[src/rtl/uart_line_buffer.sv]
// uart_line_buffer: line-editing buffer between the UART receiver and transmitter.
// Collects received bytes into a line (backspace/delete remove the last byte). A carriage
// return replays the stored line to the transmitter one byte at a time, followed by CR LF.
//
// Ports:
//   clk       baud-rate clock shared with the rx/tx modules
//   reset     synchronous active-high reset
//   rx_byte   received byte, valid with rx_done
//   rx_done   one-cycle strobe from the receiver
//   tx_byte   byte to transmit, held stable until the transmitter reports done
//   tx_send   one-cycle strobe starting a transmit of tx_byte
//   tx_done   one-cycle strobe from the transmitter
//   busy      high while replaying a line
//   count     bytes currently stored (0..DEPTH)
//   overflow  sticky flag: a byte was dropped because the buffer was full
//   rx_drop   one-cycle strobe: a received byte was discarded while busy
module uart_line_buffer #(
  parameter int unsigned DEPTH  = 32,
  parameter int unsigned ADDR_W = 5
) (
  input  logic              clk,
  input  logic              reset,
  input  logic [7:0]        rx_byte,
  input  logic              rx_done,
  output logic [7:0]        tx_byte,
  output logic              tx_send,
  input  logic              tx_done,
  output logic              busy,
  output logic [ADDR_W:0]   count,
  output logic              overflow,
  output logic              rx_drop
);

  localparam int unsigned CntW = ADDR_W + 1;
  localparam logic [ADDR_W:0] DepthC = CntW'(DEPTH);

  typedef enum logic [2:0] {
    StFill, StLoad, StWait, StCr, StCrWait, StLf, StLfWait
  } state_e;

  state_e              state_q, state_d;
  logic [ADDR_W:0]     count_q, count_d;
  logic [ADDR_W-1:0]   rd_q, rd_d;
  logic                ovf_q, ovf_d;
  logic [7:0]          tx_byte_q, tx_byte_d;
  logic                tx_send_q, tx_send_d;
  logic                busy_q, busy_d;
  logic                rx_drop_q, rx_drop_d;

  logic [7:0]          mem_q [DEPTH];
  logic                mem_we;
  logic [ADDR_W-1:0]   mem_waddr;

  // A tx_done arriving while our own tx_send is still high belongs to no byte we sent.
  logic                done_ok;
  assign done_ok = tx_done && !tx_send_q;

  always_comb begin
    state_d   = state_q;
    count_d   = count_q;
    rd_d      = rd_q;
    ovf_d     = ovf_q;
    tx_byte_d = tx_byte_q;
    tx_send_d = 1'b0;
    mem_we    = 1'b0;
    mem_waddr = count_q[ADDR_W-1:0];

    unique case (state_q)
      StFill: begin
        if (rx_done) begin
          if (rx_byte == 8'h0D) begin
            rd_d    = '0;
            state_d = (count_q != '0) ? StLoad : StCr;
          end else if (rx_byte == 8'h08 || rx_byte == 8'h7F) begin
            if (count_q != '0) count_d = count_q - CntW'(1);
          end else if (count_q < DepthC) begin
            mem_we  = 1'b1;
            count_d = count_q + CntW'(1);
          end else begin
            ovf_d = 1'b1;
          end
        end
      end
      StLoad: begin
        tx_byte_d = mem_q[rd_q];
        tx_send_d = 1'b1;
        state_d   = StWait;
      end
      StWait: begin
        if (done_ok) begin
          if ({1'b0, rd_q} == count_q - CntW'(1)) begin
            state_d = StCr;
          end else begin
            rd_d    = rd_q + ADDR_W'(1);
            state_d = StLoad;
          end
        end
      end
      StCr: begin
        tx_byte_d = 8'h0D;
        tx_send_d = 1'b1;
        state_d   = StCrWait;
      end
      StCrWait: begin
        if (done_ok) state_d = StLf;
      end
      StLf: begin
        tx_byte_d = 8'h0A;
        tx_send_d = 1'b1;
        state_d   = StLfWait;
      end
      StLfWait: begin
        if (done_ok) begin
          count_d = '0;
          ovf_d   = 1'b0;
          state_d = StFill;
        end
      end
      default: state_d = StFill;
    endcase

    rx_drop_d = rx_done && (state_q != StFill);
    // Registered from the next state so busy lines up with the state register.
    busy_d    = (state_d != StFill);
  end

  always_ff @(posedge clk) begin
    if (reset) begin
      state_q   <= StFill;
      count_q   <= '0;
      rd_q      <= '0;
      ovf_q     <= 1'b0;
      tx_byte_q <= 8'h00;
      tx_send_q <= 1'b0;
      busy_q    <= 1'b0;
      rx_drop_q <= 1'b0;
    end else begin
      state_q   <= state_d;
      count_q   <= count_d;
      rd_q      <= rd_d;
      ovf_q     <= ovf_d;
      tx_byte_q <= tx_byte_d;
      tx_send_q <= tx_send_d;
      busy_q    <= busy_d;
      rx_drop_q <= rx_drop_d;
    end
  end

  // Line storage needs no reset; only the first count entries are ever read.
  always_ff @(posedge clk) begin
    if (mem_we) mem_q[mem_waddr] <= rx_byte;
  end

  assign tx_byte  = tx_byte_q;
  assign tx_send  = tx_send_q;
  assign busy     = busy_q;
  assign count    = count_q;
  assign overflow = ovf_q;
  assign rx_drop  = rx_drop_q;

endmodule

[config.mk]
export PLATFORM = sky130hd
export DESIGN_NAME = uart_line_buffer
export DESIGN_NICKNAME = d
export VERILOG_FILES = /design/src/rtl/uart_line_buffer.sv
export SDC_FILE = /design/constraint.sdc
export NUM_CORES = 1
export LEC_CHECK = 0
export CAP_MARGIN = 20
export CORE_AREA = 2 2 191 211
export DETAILED_ROUTE_END_ITERATION = 7
export DIE_AREA = 0 0 193 213
export DONT_BUFFER_PORTS = 1
export GPL_TIMING_DRIVEN = 0
export PLACE_DENSITY = 0.53
export REMOVE_ABC_BUFFERS = 1
export SLEW_MARGIN = 20
export SYNTH_ARGS = -nofsm -noshare
export SYNTH_HDL_FRONTEND = slang
export SYNTH_SLANG_ARGS = --single-unit
export TNS_END_PERCENT = 1
[constraint.sdc]
create_clock -name clk -period 5.9 [get_ports clk]
set_clock_uncertainty 0.05 [all_clocks]
set_input_delay 0.885 -clock clk [delete_from_list [all_inputs] [get_ports clk]]
set_output_delay 0.885 -clock clk [all_outputs]
set_load 0.01 [all_outputs]
==> results.md, run 1 <==
- The flow ran to the end, and the final reports show no timing, DRC or antenna violations.
- The post-cts repair resize count is 0.
- The count of pins over their slew limit is 0.
- The most used flip-flop cell after synthesis is sky130_fd_sc_hd__edfxtp_1.
- The clock insertion delay at the later pin of the skew report is approximately 550 ps.
- The top cell type by area accounts for between 60% and 70% of the synthesized area.
- The worst setup path is launched from a flip-flop.
- The clock edge transition at the registers on the reported setup and hold paths is about 60 ps.
- The startpoint identified for the worst hold timing path is reset.
- The count of yosys warnings during synthesis is 0.
- The number of max-cap violations is 0.
- In this run, CTS created clock tree buffers numbering 29.
- The number of distinct standard cells referenced by the synthesized netlist is between 50 and 60.
- The placement row count is between 70 and 80.
- The average wire length per cell after detail routing is between 20 and 25 um.
- The cell type with the largest total area after synthesis is sky130_fd_sc_hd__edfxtp_1.
- The DRC violation count after routing is 0.
- The effective utilization at floorplan is slightly below 30%.
- In the synthesized netlist, the number of instances is 655.
- The quantity of I/O buffers inserted on ports is 0.
- The buffer count from post-CTS setup fixing is 0.
- Setup violations remaining at the end of the flow were counted as 0.
- The commonest cells after synthesis are 256 x sky130_fd_sc_hd__edfxtp_1, 65 x sky130_fd_sc_hd__mux4_2, 50 x sky130_fd_sc_hd__nor2_1.
- The post-layout net count is 673.
- The final weighted congestion in routability-driven placement is approximately 0.77.
- The repair_antennas step left the layout with diodes totalling 0.
- The classification of the worst setup path is flip-flop to flip-flop.
- The peak fanout along the critical path is 14.
- The final hold violation count came to 0.
- The tightest min-delay check is of the input pin to flip-flop type.
- CTS built an H-tree with a depth of 1.
- The die extent in y is between 200 and 250 um.
- The leakage power is 3.92 nW.
- IR analysis of the VDD net gives a maximum drop of around 0.00021 V.
- The final HPWL from detailed placement is ~16,000 um.
- The overall die width is 193 um.
- Of the cells placed in the final design, the portion with a size suffix greater than 1 is a little under a fifth.
- The initial DRC count is roughly 510.
- The TritonCTS clock tree is built.
- After layout, the worst path uses 53.9% of the clock period.
- The CTS sink count is about 290.
- The worst slack on hold paths is 349 ps.
- For the worst setup path, the data arrival time is between 3000 and 4000 ps.
- The required time of the critical path is between 6000 and 7000 ps.
- In the routed layout, each cell is associated on average with a via count of 4.98.
- In this run the critical register-to-register path is launched from state_q[1].
- Based on the critical path, the design can be clocked at up to around 310 MHz.
- The number of I/O pins is 30.
- The die covers 0.0411 mm2.
- Ranked by total cell area, the synthesized netlist is headed by sky130_fd_sc_hd__edfxtp_1 67%, sky130_fd_sc_hd__mux4_2 13%, sky130_fd_sc_hd__dfxtp_1 5.4%.
- The longest clock path from root to sink contains 3 buffers.
- After synthesis the cells add up to between 0.01 and 0.015 mm2.
- Setup repair after global routing left no endpoint under its margin.
- The sequential element share of the synthesized area is 72.0%.
- The global-route congestion overflow total is 0.
- The launching element of the worst setup path is state_q[1].
- The final-layout setup total negative slack is 0 ps.
- The number of global-route vias before repair was about 6,100.
- The clock period minus worst slack is ~3200 ps.
- The setup slack after layout is 2720 ps.
- The routed design has around 26,000 um of wire.
- At the pin with the least slew margin, the transition time is ~1000 ps.
- STA classifies the critical path endpoint as a flip-flop.
- The setup slack at placement is 2440 ps.
- The quantity of hold-fixing buffers added after cts is 0.
- Global routing used around an eighth of the available tracks.
- The count of flip-flops with a built-in enable after synthesis is 256.
- Among all cell types in the netlist, the one instantiated most often is sky130_fd_sc_hd__edfxtp_1.
- Once layout is complete, the utilization of the core stands at between 30 and 40%.
- The first global-routing pass estimated about 40,000 um of wire.
- After floorplanning, the core was sized to cover around 0.039 mm2.
- The post-detailed-route count of antenna-violating nets is 0.
- Entering global routing, the biggest net connects 41 pins.
- The number of antenna violations at the first check in global routing is 0.
- The first detailed-routing pass ran for 5 iterations.
- The area growth from synthesis to layout is 13.0%.
- The worst slew margin relative to its limit is around a third.
- The share of synthesized flip-flops with an asynchronous set or reset is 0%.
- Power spread over the standard cell area amounts to 311 mW/mm2.
- Across all layers, the routed design uses approximately 5,900 vias.
- After synthesis, the mean cell area works out to around 18 um2.
- Counting flops and latches in the post-synthesis netlist gives between 200 and 300.
- The root buffer cell chosen for the clock tree is sky130_fd_sc_hd__clkbuf_16.
- Power comes to 0.00405 W.
flip-flops by register name, summed over array words and instances (netlist names), named ones only:
register  count
state_q       3
mem_q       256
overflow      1
rx_drop       1
count         6
busy          1
tx_send       1
tx_byte       8
rd_q          5
critical path: stages, from the launching register on:
cell and delay (ps):
sky130_fd_sc_hd__dfxtp_1 460, sky130_fd_sc_hd__nor4_1 510, sky130_fd_sc_hd__nand2_1 130, sky130_fd_sc_hd__a21oi_1 370, sky130_fd_sc_hd__nand2_1 450, sky130_fd_sc_hd__nor2_1 830
cells by family after synthesis:
group | synth area share [%]
AOI/OAI and AO/OA | 4.91
xor gates and xnor gates | 0.607
adders and majority gates | 0.542
DFF | 72.0
and+or+nand+nor | 6.31
muxes | 14.2
buffers and inverters | 1.43
cell usage in the layout, fill, tap and decap left out, drive strengths merged, types with 3 or more instances in the layout:
master,synthesis,layout
edfxtp,256,256
o21ai,16,16
nor2,50,50
nand3b,3,3
nand4,6,6
mux2i,11,11
or3b,3,3
nor2b,7,7
o211ai,3,3
clkbuf,21,37
mux4,65,65
and3,5,5
mux2,6,6
a221oi,5,5
buf,13,4
or3,4,4
nand2b,3,3
a21oi,23,23
xnor2,3,3
a211oi,4,4
or4,4,4
nand3,9,9
clkinv,0,11
nand2,34,34
a22oi,10,10
inv,7,8
nor3,11,11
xor2,5,5
a2111oi,3,3
dfxtp,31,31
ha,5,5
routing by layer:
layer	vias up	share of wire (%)	wire (um)	GRT usage [%]
met5	-	0	0	0
met4	0	2.6	682	4.39
met3	38	5.7	1510	2.33
met2	149	50	13100	22.2
met1	3059	42	11100	17.1
li1	2653	-	-	-
per-stage QoR:
step | instances | area (um2)
floorplan | 621 | 11400
global placement | 1128 | 12000
detailed placement | 1132 | 12100
CTS | 1184 | 13000
global route | 1184 | 13000
finish | 1184 | 13000
where the power goes:
part	internal, W	total [W]	leakage, nW	switching [W]
Combinational	0.0000252	0.0000623	0.914	0.0000370
Sequential	0.00222	0.00223	2.56	0.00000827
Clock	0.00101	0.00176	0.445	0.000754
Total	0.00325	0.00405	3.92	0.000799
final cells by class:
class                   count  area, um2
clock buffers              37        766
well taps                 507        634
repair buffers              4       82.6
clock inverters            15        143
flip-flops and latches    287       8320
inverters                   7       26.3
multi-input cells         327       3070
fillers                  3727      25900
path summary, 6_finish.rpt:
kind,end,slack (ps),depth (start not counted)
worst min-delay path,count[4],350,1
worst max-delay path,mem_q[21][6],2720,5
worst min register to register,rd_q[4],470,2
worst max register to register,mem_q[21][6],2720,5
No activity file was read; power rests on OpenSTA's default activity.
==> run 2: changes to the inputs <==
--- a/config.mk
+++ b/config.mk
@@ -11,7 +11,7 @@
 export DIE_AREA = 0 0 193 213
 export DONT_BUFFER_PORTS = 1
 export GPL_TIMING_DRIVEN = 0
-export PLACE_DENSITY = 0.53
+export PLACE_DENSITY = 0.55
 export REMOVE_ABC_BUFFERS = 1
 export SLEW_MARGIN = 20
 export SYNTH_ARGS = -nofsm -noshare
==> constraint.sdc (replaced) <==
create_clock -name clk -period 2.6 [get_ports clk]
set_clock_uncertainty 0.05 [all_clocks]
set_input_delay 0.39 -clock clk [delete_from_list [all_inputs] [get_ports clk]]
set_output_delay 0.39 -clock clk [all_outputs]
set_load 0.01 [all_outputs]
==> run 2 against run 1 <==
Net effect:
- the flow now finishes with violations (setup timing)
- cell count is 1.4% higher
- sequential power is 130% higher
- first-iteration DRC count is 2.7% higher
- sequential share of layout area is 2.5 points lower
- hold slack worse by 280 ps
- clock power is 140% higher
- critical endpoint is now mem_q[14][5]
- largest cell class unchanged
==> results.md, run 2 (synthesis gave the netlist of run 1 again) <==
- Result of the run: finished, violations left (was completed).
- The checks that failed: setup timing.
- The DRC violation count after routing is 0 (unchanged).
- The post-detailed-route count of antenna-violating nets is 0 (unchanged).
- The number of fillers in the final layout is 3,680 (was 3,727).
- The fmax is 379 MHz (was 314 MHz).
- The clock insertion delay at the later pin of the skew report is 540 ps (was 550 ps).
- The total global-route track usage came to 13.2% (was 13.1%).
- The leading cell type in the layout, fill and taps excluded is sky130_fd_sc_hd__edfxtp_1 (unchanged).
- The number of max-cap violations was 0 (unchanged).
- The class of the worst hold path is input pin to flip-flop (unchanged).
- The worst-case vdd ir drop is 0.000449 V (was 0.000210 V).
- The effective utilization at floorplan came to 29.6% (unchanged).
- The overall die width was 193 um (unchanged).
- The count of pins over their slew limit is 0 (unchanged).
- The placement row count is 76 (unchanged).
- The clock edge transition at the registers on the reported setup and hold paths is 60 ps (about the same).
- The largest register by flop count is mem_q (unchanged).
- The type of destination of the critical path is a flip-flop (unchanged).
- The pin count of the biggest net entering global routing is 33 (was 41).
- The TritonCTS clock tree is built (unchanged).
- Most frequent cells in the layout: 256 x sky130_fd_sc_hd__edfxtp_1, 65 x sky130_fd_sc_hd__mux4_2, 30 x sky130_fd_sc_hd__nand2_1, 30 x sky130_fd_sc_hd__nor2_4, 29 x sky130_fd_sc_hd__clkbuf_16 (was 256 x sky130_fd_sc_hd__edfxtp_1, 65 x sky130_fd_sc_hd__mux4_2, 50 x sky130_fd_sc_hd__nor2_1, 34 x sky130_fd_sc_hd__nand2_1, 29 x sky130_fd_sc_hd__clkbuf_16).
- Unrepaired setup endpoints after global routing: true (was false).
- The number of I/O pins came to 30 (unchanged).
- The vias after detailed routing came to 6,049 (was 5,899).
- The required time of the critical path is 2750 ps (was 6020 ps).
- The number of flip-flops in the largest register is 256 (unchanged).
- The number of global-route vias before repair is 5,996 (was 6,061).
- The final HPWL from detailed placement was 16,100 um (was 16,300 um).
- The final critical-path share of the clock period was 102% (was 53.9%).
- The wire length after detailed routing came to 27,100 um (was 26,400 um).
- The peak fanout along the critical path is 14 (unchanged).
- The area of the multi-input gates is 0.00334 mm2 (was 0.00307 mm2).
- The global-route congestion overflow total is 0 (unchanged).
- The detail-routed via count per cell was 5.04 (was 4.98).
- The master cell of the clock root buffer is sky130_fd_sc_hd__clkbuf_16 (unchanged).
- The final weighted congestion in routability-driven placement is 0.814 (was 0.773).
- The total die area is 0.0411 mm2 (unchanged).
- The setup slack after layout came to -39.3 ps (was 2720 ps).
- The maximum buffer depth of the clock tree is 3 (unchanged).
- The final hold violation count is 0 (unchanged).
- The share of layout cells above drive strength 1 is 26.6% (was 19.1%).
- The total placed cells including tap cells came to 1,131 (was 1,132).
- The area growth from synthesis to layout is 17.7% (was 13.0%).
- The first-pass GRT wire length came to 40,000 um (was 39,500 um).
- The worst path arrival time is 2790 ps (was 3300 ps).
- The post-layout net count is 687 (was 673).
- The first-pass detailed-route iteration total is 5 (unchanged).
- The worst slew margin relative to its limit is 34.9% (was 34.6%).
- The clock period minus worst slack is 2640 ps (was 3180 ps).
- The leakage power was 4.07 nW (was 3.92 nW).
- The number of antenna violations at the first check in global routing is 0 (unchanged).
- The critical path startpoint category is a flip-flop (unchanged).
- The maximum level of the CTS H-tree is 1 (unchanged).
- The post-layout total power was 0.00946 W (was 0.00405 W).
- The register area is 0.00832 mm2 (about the same).
- The number of cells in the finished layout apart from fillers came to 1,200 (was 1,184).
- The worst reg-to-reg setup slack is -40 ps (was 2720 ps).
- The power density of the placed cells came to 697 mW/mm2 (was 311 mW/mm2).
- The average wire length per cell after detail routing is 22.6 um (was 22.3 um).
- The total of endpoints with negative setup slack in the final report came to 104 (was 0).
- The classification of the worst setup path was flip-flop to flip-flop (unchanged).
- The initial DRC count is 527 (was 513).
- The die extent in y was 213 um (unchanged).
- The area of the core region is 0.0390 mm2 (unchanged).
- The quantity of I/O buffers inserted on ports is 0 (unchanged).
- The CTS sink count is 287 (unchanged).
- The worst-margin pin slew is 962 ps (was 977 ps).
- The CTS buffer count is 28 (was 29).
==> run 2: cell count changes in the layout (fill, tap and decap cells not counted), moves of 3 or more <==
cell,before,now
sky130_fd_sc_hd__nor2_1,50,20
sky130_fd_sc_hd__nand2_2,0,3
sky130_fd_sc_hd__dfxtp_2,1,6
sky130_fd_sc_hd__clkbuf_8,1,8
sky130_fd_sc_hd__dfxtp_1,28,23
sky130_fd_sc_hd__nor2_4,0,30
sky130_fd_sc_hd__nand2_1,34,30
sky130_fd_sc_hd__dlygate4sd3_1,0,7
sky130_fd_sc_hd__buf_12,1,10
==> run 2: power by group <==
| part | internal [W] | switching, W |
|---|---|---|
| Sequential | 0.00504 | 0.0000195 |
| Combinational | 0.0000898 | 0.000173 |
| Clock | 0.00246 | 0.00168 |
| Total | 0.00759 | 0.00187 |
==> run 2: final cells by class <==
| cell class | count | area share (%) |
|---|---|---|
| sequential | 287 | 61.3 |
| multi-input combinational | 327 | 24.6 |
| clock buffer | 43 | 6.32 |
| tap | 507 | 4.67 |
| timing repair buffer | 19 | 2.25 |
| clock inverter | 9 | 0.709 |
| inverter | 7 | 0.193 |
| antenna | 1 | 0.0184 |
==> run 2: per-layer routing <==
layer	global-route usage (%)	vias to the layer above	wire (um)
met5	0	-	0
met3	2.50	24	1720
met1	18.3	3188	11800
li1	-	2690	-
met4	2.85	0	356
met2	21.7	147	13200
==> run 2: final timing paths <==
| kind | from | cells past startpoint | endpoint |
|---|---|---|---|
| worst max-delay path | state_q[1] | 5 | mem_q[14][5] |
| worst min-delay path | reset | 3 | tx_byte[2] |
| worst max register to register | state_q[1] | 5 | mem_q[14][5] |
| worst min register to register | rd_q[4] | 2 | flip-flop |
==> run 2: critical path: stages, from the launching register on <==
cell                      delay [ps]
sky130_fd_sc_hd__dfxtp_1         470
sky130_fd_sc_hd__nor4_2          430
sky130_fd_sc_hd__nand2_1         120
sky130_fd_sc_hd__a21oi_2         360
sky130_fd_sc_hd__nand2_2         450
sky130_fd_sc_hd__nor2_4          420
==> run 2: through the flow <==
| step | utilization [%] | cell area [um2] | TNS, ps | setup slack (ps) | hold WS (ps) |
|---|---|---|---|---|---|
| global route | 34.8 | 13600 | -24770 | -198 | 40.7 |
| detailed placement | 31.1 | 12100 | -128100 | -656 | 414 |
| finish | 34.8 | 13600 | -2220 | -39.3 | 64.5 |
| global placement | 30.9 | 12000 | -150450 | -3020 | 413 |
| CTS | 34.8 | 13600 | -298 | -70.0 | -166 |
| floorplan | - | 11400 | -10370 | -1430 | 409 |
==> run 2: what timing repair did <==
item	in CTS	in global routing
endpoints found under the setup margin	255	199
pin swaps	1	0
hold endpoints to repair	272	11
resized for setup	76	1
setup buffers	0	1
hold buffers	14	1
==> run 3: changes to the inputs <==
--- a/config.mk
+++ b/config.mk
@@ -11,9 +11,8 @@
 export DIE_AREA = 0 0 193 213
 export DONT_BUFFER_PORTS = 1
 export GPL_TIMING_DRIVEN = 0
-export PLACE_DENSITY = 0.55
+export PLACE_DENSITY = 0.56
 export REMOVE_ABC_BUFFERS = 1
-export SLEW_MARGIN = 20
 export SYNTH_ARGS = -nofsm -noshare
 export SYNTH_HDL_FRONTEND = slang
 export SYNTH_SLANG_ARGS = --single-unit
==> run 3 against run 2 <==
Net effect:
- the run now ends clean
- maximum frequency increased by 7.0%
- cell count decreased by 0.33%
- non-clock buffer count decreased by 3
- hold slack got worse by 39 ps
- clock-buffer cell count decreased by 4
- worst setup slack improved by 170 ps
==> results.md, run 3 (synthesis gave the netlist of run 1 again) <==
- The overall die width is 193 um (unchanged).
- The number of I/O pins came to 30 (unchanged).
- The launch point of the worst hold path is reset (unchanged).
- The area of the core region is 0.0390 mm2 (unchanged).
- The clock insertion delay at the later pin of the skew report is 550 ps (was 540 ps).
- The first-pass detailed-route iteration total came to 5 (unchanged).
- The final instance area is 0.0137 mm2 (was 0.0136 mm2).
- The start of the worst register-to-register path is count[2] (was state_q[1]).
- The cell at the slowest stage of the critical path is sky130_fd_sc_hd__or4_4 (was sky130_fd_sc_hd__dfxtp_1).
- The final standard cell utilization of the core is 35.2% (was 34.8%).
- The number of antenna violations at the first check in global routing was 0 (unchanged).
- The die extent in y is 213 um (unchanged).
- Worst path cell trace: or3_4 > o31a_1 > or4_4 > o211ai_4 > mux2i_1 > nor2_1 (was nor4_2 > nand2_1 > a21oi_2 > nand2_2 > nor2_4).
- The number of fillers in the final layout was 3,663 (was 3,680).
- The maximum level of the CTS H-tree is 1 (unchanged).
- The delay of the slowest critical-path stage is 530 ps (was 470 ps).
- The area growth from synthesis to layout is 18.9% (was 17.7%).
- The final weighted congestion in routability-driven placement was 0.777 (was 0.814).
- The worst slew margin relative to its limit is 36.3% (was 34.9%).
- The number of global-route vias before repair was 6,186 (was 5,996).
- The CTS buffer count is 28 (unchanged).
- The type of destination of the critical path is a flip-flop (unchanged).
- The worst path arrival time is 2850 ps (was 2790 ps).
- The total global-route track usage is 13.7% (was 13.2%).
- The launching element of the worst setup path is count[2] (was state_q[1]).
- Result of the run: completed (was finished, violations left).
- The master cell of the clock root buffer is sky130_fd_sc_hd__clkbuf_16 (unchanged).
- The quantity of I/O buffers inserted on ports was 0 (unchanged).
- The count of pins over their slew limit is 0 (unchanged).
- The global-route congestion overflow total is 0 (unchanged).
- The number of flip-flops in the largest register is 256 (unchanged).
- The final critical-path share of the clock period is 94.9% (was 102%).
- The setup slack at placement came to -488 ps (was -656 ps).
- The post-detailed-route count of antenna-violating nets came to 0 (unchanged).
- The fmax is 405 MHz (was 379 MHz).
- The first-pass GRT wire length is 41,100 um (was 40,000 um).
- The clock edge transition at the registers on the reported setup and hold paths is 70 ps (was 60 ps).
- The leakage power is 4.12 nW (was 4.07 nW).
- The peak fanout along the critical path is 16 (was 14).
- The placement row count came to 76 (unchanged).
- The required time of the critical path is 2980 ps (was 2750 ps).
- The power density of the placed cells was 710 mW/mm2 (was 697 mW/mm2).
- The share of layout cells above drive strength 1 came to 27.7% (was 26.6%).
- The vias after detailed routing is 6,024 (was 6,049).
- The wire length after detailed routing is 27,300 um (was 27,100 um).
- The worst-margin pin slew was 940 ps (was 962 ps).
- The average wire length per cell after detail routing came to 22.9 um (was 22.6 um).
- The cell count of the worst reg-to-reg path is 6 (was 5).
- The TritonCTS clock tree is built (unchanged).
- The detail-routed via count per cell is 5.04 (about the same).
- The effective utilization at floorplan is 29.6% (unchanged).
- The area of placed instances was 0.0121 mm2 (about the same).
- The pin count of the biggest net entering global routing is 40 (was 33).
- Unrepaired setup endpoints after global routing: false (was true).
- The DRC violation count after routing came to 0 (unchanged).
- The class of the worst hold path is input pin to flip-flop (unchanged).
- The total of endpoints with negative setup slack in the final report is 0 (was 104).
- The final hold violation count is 0 (unchanged).
- The worst-case vdd ir drop is 0.000425 V (was 0.000449 V).
- The post-layout net count is 684 (was 687).
- The clock period minus worst slack was 2470 ps (was 2640 ps).
- The classification of the worst setup path is flip-flop to flip-flop (unchanged).
- The maximum buffer depth of the clock tree came to 3 (unchanged).
- The worst hold path cell count came to 3 (unchanged).
- Most frequent cells in the layout: 256 x sky130_fd_sc_hd__edfxtp_1, 65 x sky130_fd_sc_hd__mux4_2, 30 x sky130_fd_sc_hd__nand2_1, 30 x sky130_fd_sc_hd__nor2_4, 29 x sky130_fd_sc_hd__clkbuf_16 (unchanged).
- The number of max-cap violations is 0 (unchanged).
- The antenna diode instance count is 0 (was 1).
- The CTS sink count was 287 (unchanged).
- The final HPWL from detailed placement is 16,200 um (was 16,100 um).
- The setup slack after layout came to 133 ps (was -39.3 ps).
- The leading cell type in the layout, fill and taps excluded is sky130_fd_sc_hd__edfxtp_1 (unchanged).
- The critical path startpoint category was a flip-flop (unchanged).
- The total die area is 0.0411 mm2 (unchanged).
- The largest register by flop count was mem_q (unchanged).
- The post-layout total power is 0.00975 W (was 0.00946 W).
- The initial DRC count is 571 (was 527).
-- run 3: cell type report --
| class | count | area, um2 | area share [%] |
|---|---|---|---|
| well taps | 507 | 634 | 4.62 |
| clock inverters | 13 | 198 | 1.44 |
| multi-input cells | 327 | 3380 | 24.6 |
| flip-flops and latches | 287 | 8330 | 60.7 |
| repair buffers | 16 | 328 | 2.39 |
| inverters | 7 | 26.3 | 0.192 |
| clock buffers | 39 | 823 | 6.00 |
-- run 3: worst paths after layout --
check                     to  slack, ps
setup / recovery   flip-flop        130
hold / removal    tx_byte[2]         30
setup reg to reg   flip-flop        130
hold reg to reg      rd_q[4]        480
-- run 3: timing repair --
| action | in CTS | in global routing |
|---|---|---|
| setup endpoints to repair | 265 | 202 |
| hold buffers | 10 | 0 |
| buffers inserted | 1 | 1 |
| pin swaps | 0 | 2 |
| resized for setup | 74 | 14 |
| hold endpoints to repair | 273 | 0 |
-- run 3: metrics by stage --
step / TNS, ps / instances / hold WS, ps
after floorplan: -10370 / 621 / 409
after global placement: -122870 / 1128 / 415
after detailed placement: -95790 / 1131 / 417
after CTS: -2840 / 1194 / 10.7
after global routing: 0 / 1196 / 4.43
final: 0 / 1196 / 25.2
-- run 3: power by group --
part,switching [W],internal (W),total (W)
clock,0.00171,0.00270,0.00441
sequential,0.0000188,0.00504,0.00506
combinational,0.000179,0.0000996,0.000278
-- run 3: critical path: cells and delay by family, from the launching register on --
| family | cells | cell delay (ps) |
|---|---|---|
| AND/OR/NAND/NOR | 3 | 1100 |
| AO/OA/AOI/OAI | 2 | 530 |
| flip-flops | 1 | 440 |
| multiplexers | 1 | 220 |
-- run 3: layer usage --
metal | share of wire (%) | wire length, um | global-route usage, % | vias to the layer above
met3 | 4.0 | 1100 | 1.94 | 27
met1 | 44 | 11900 | 18.1 | 3185
met5 | 0 | 0 | 0 | -
met4 | 1.8 | 500 | 4.08 | 0
met2 | 51 | 13800 | 23.2 | 126
li1 | - | - | - | 2686
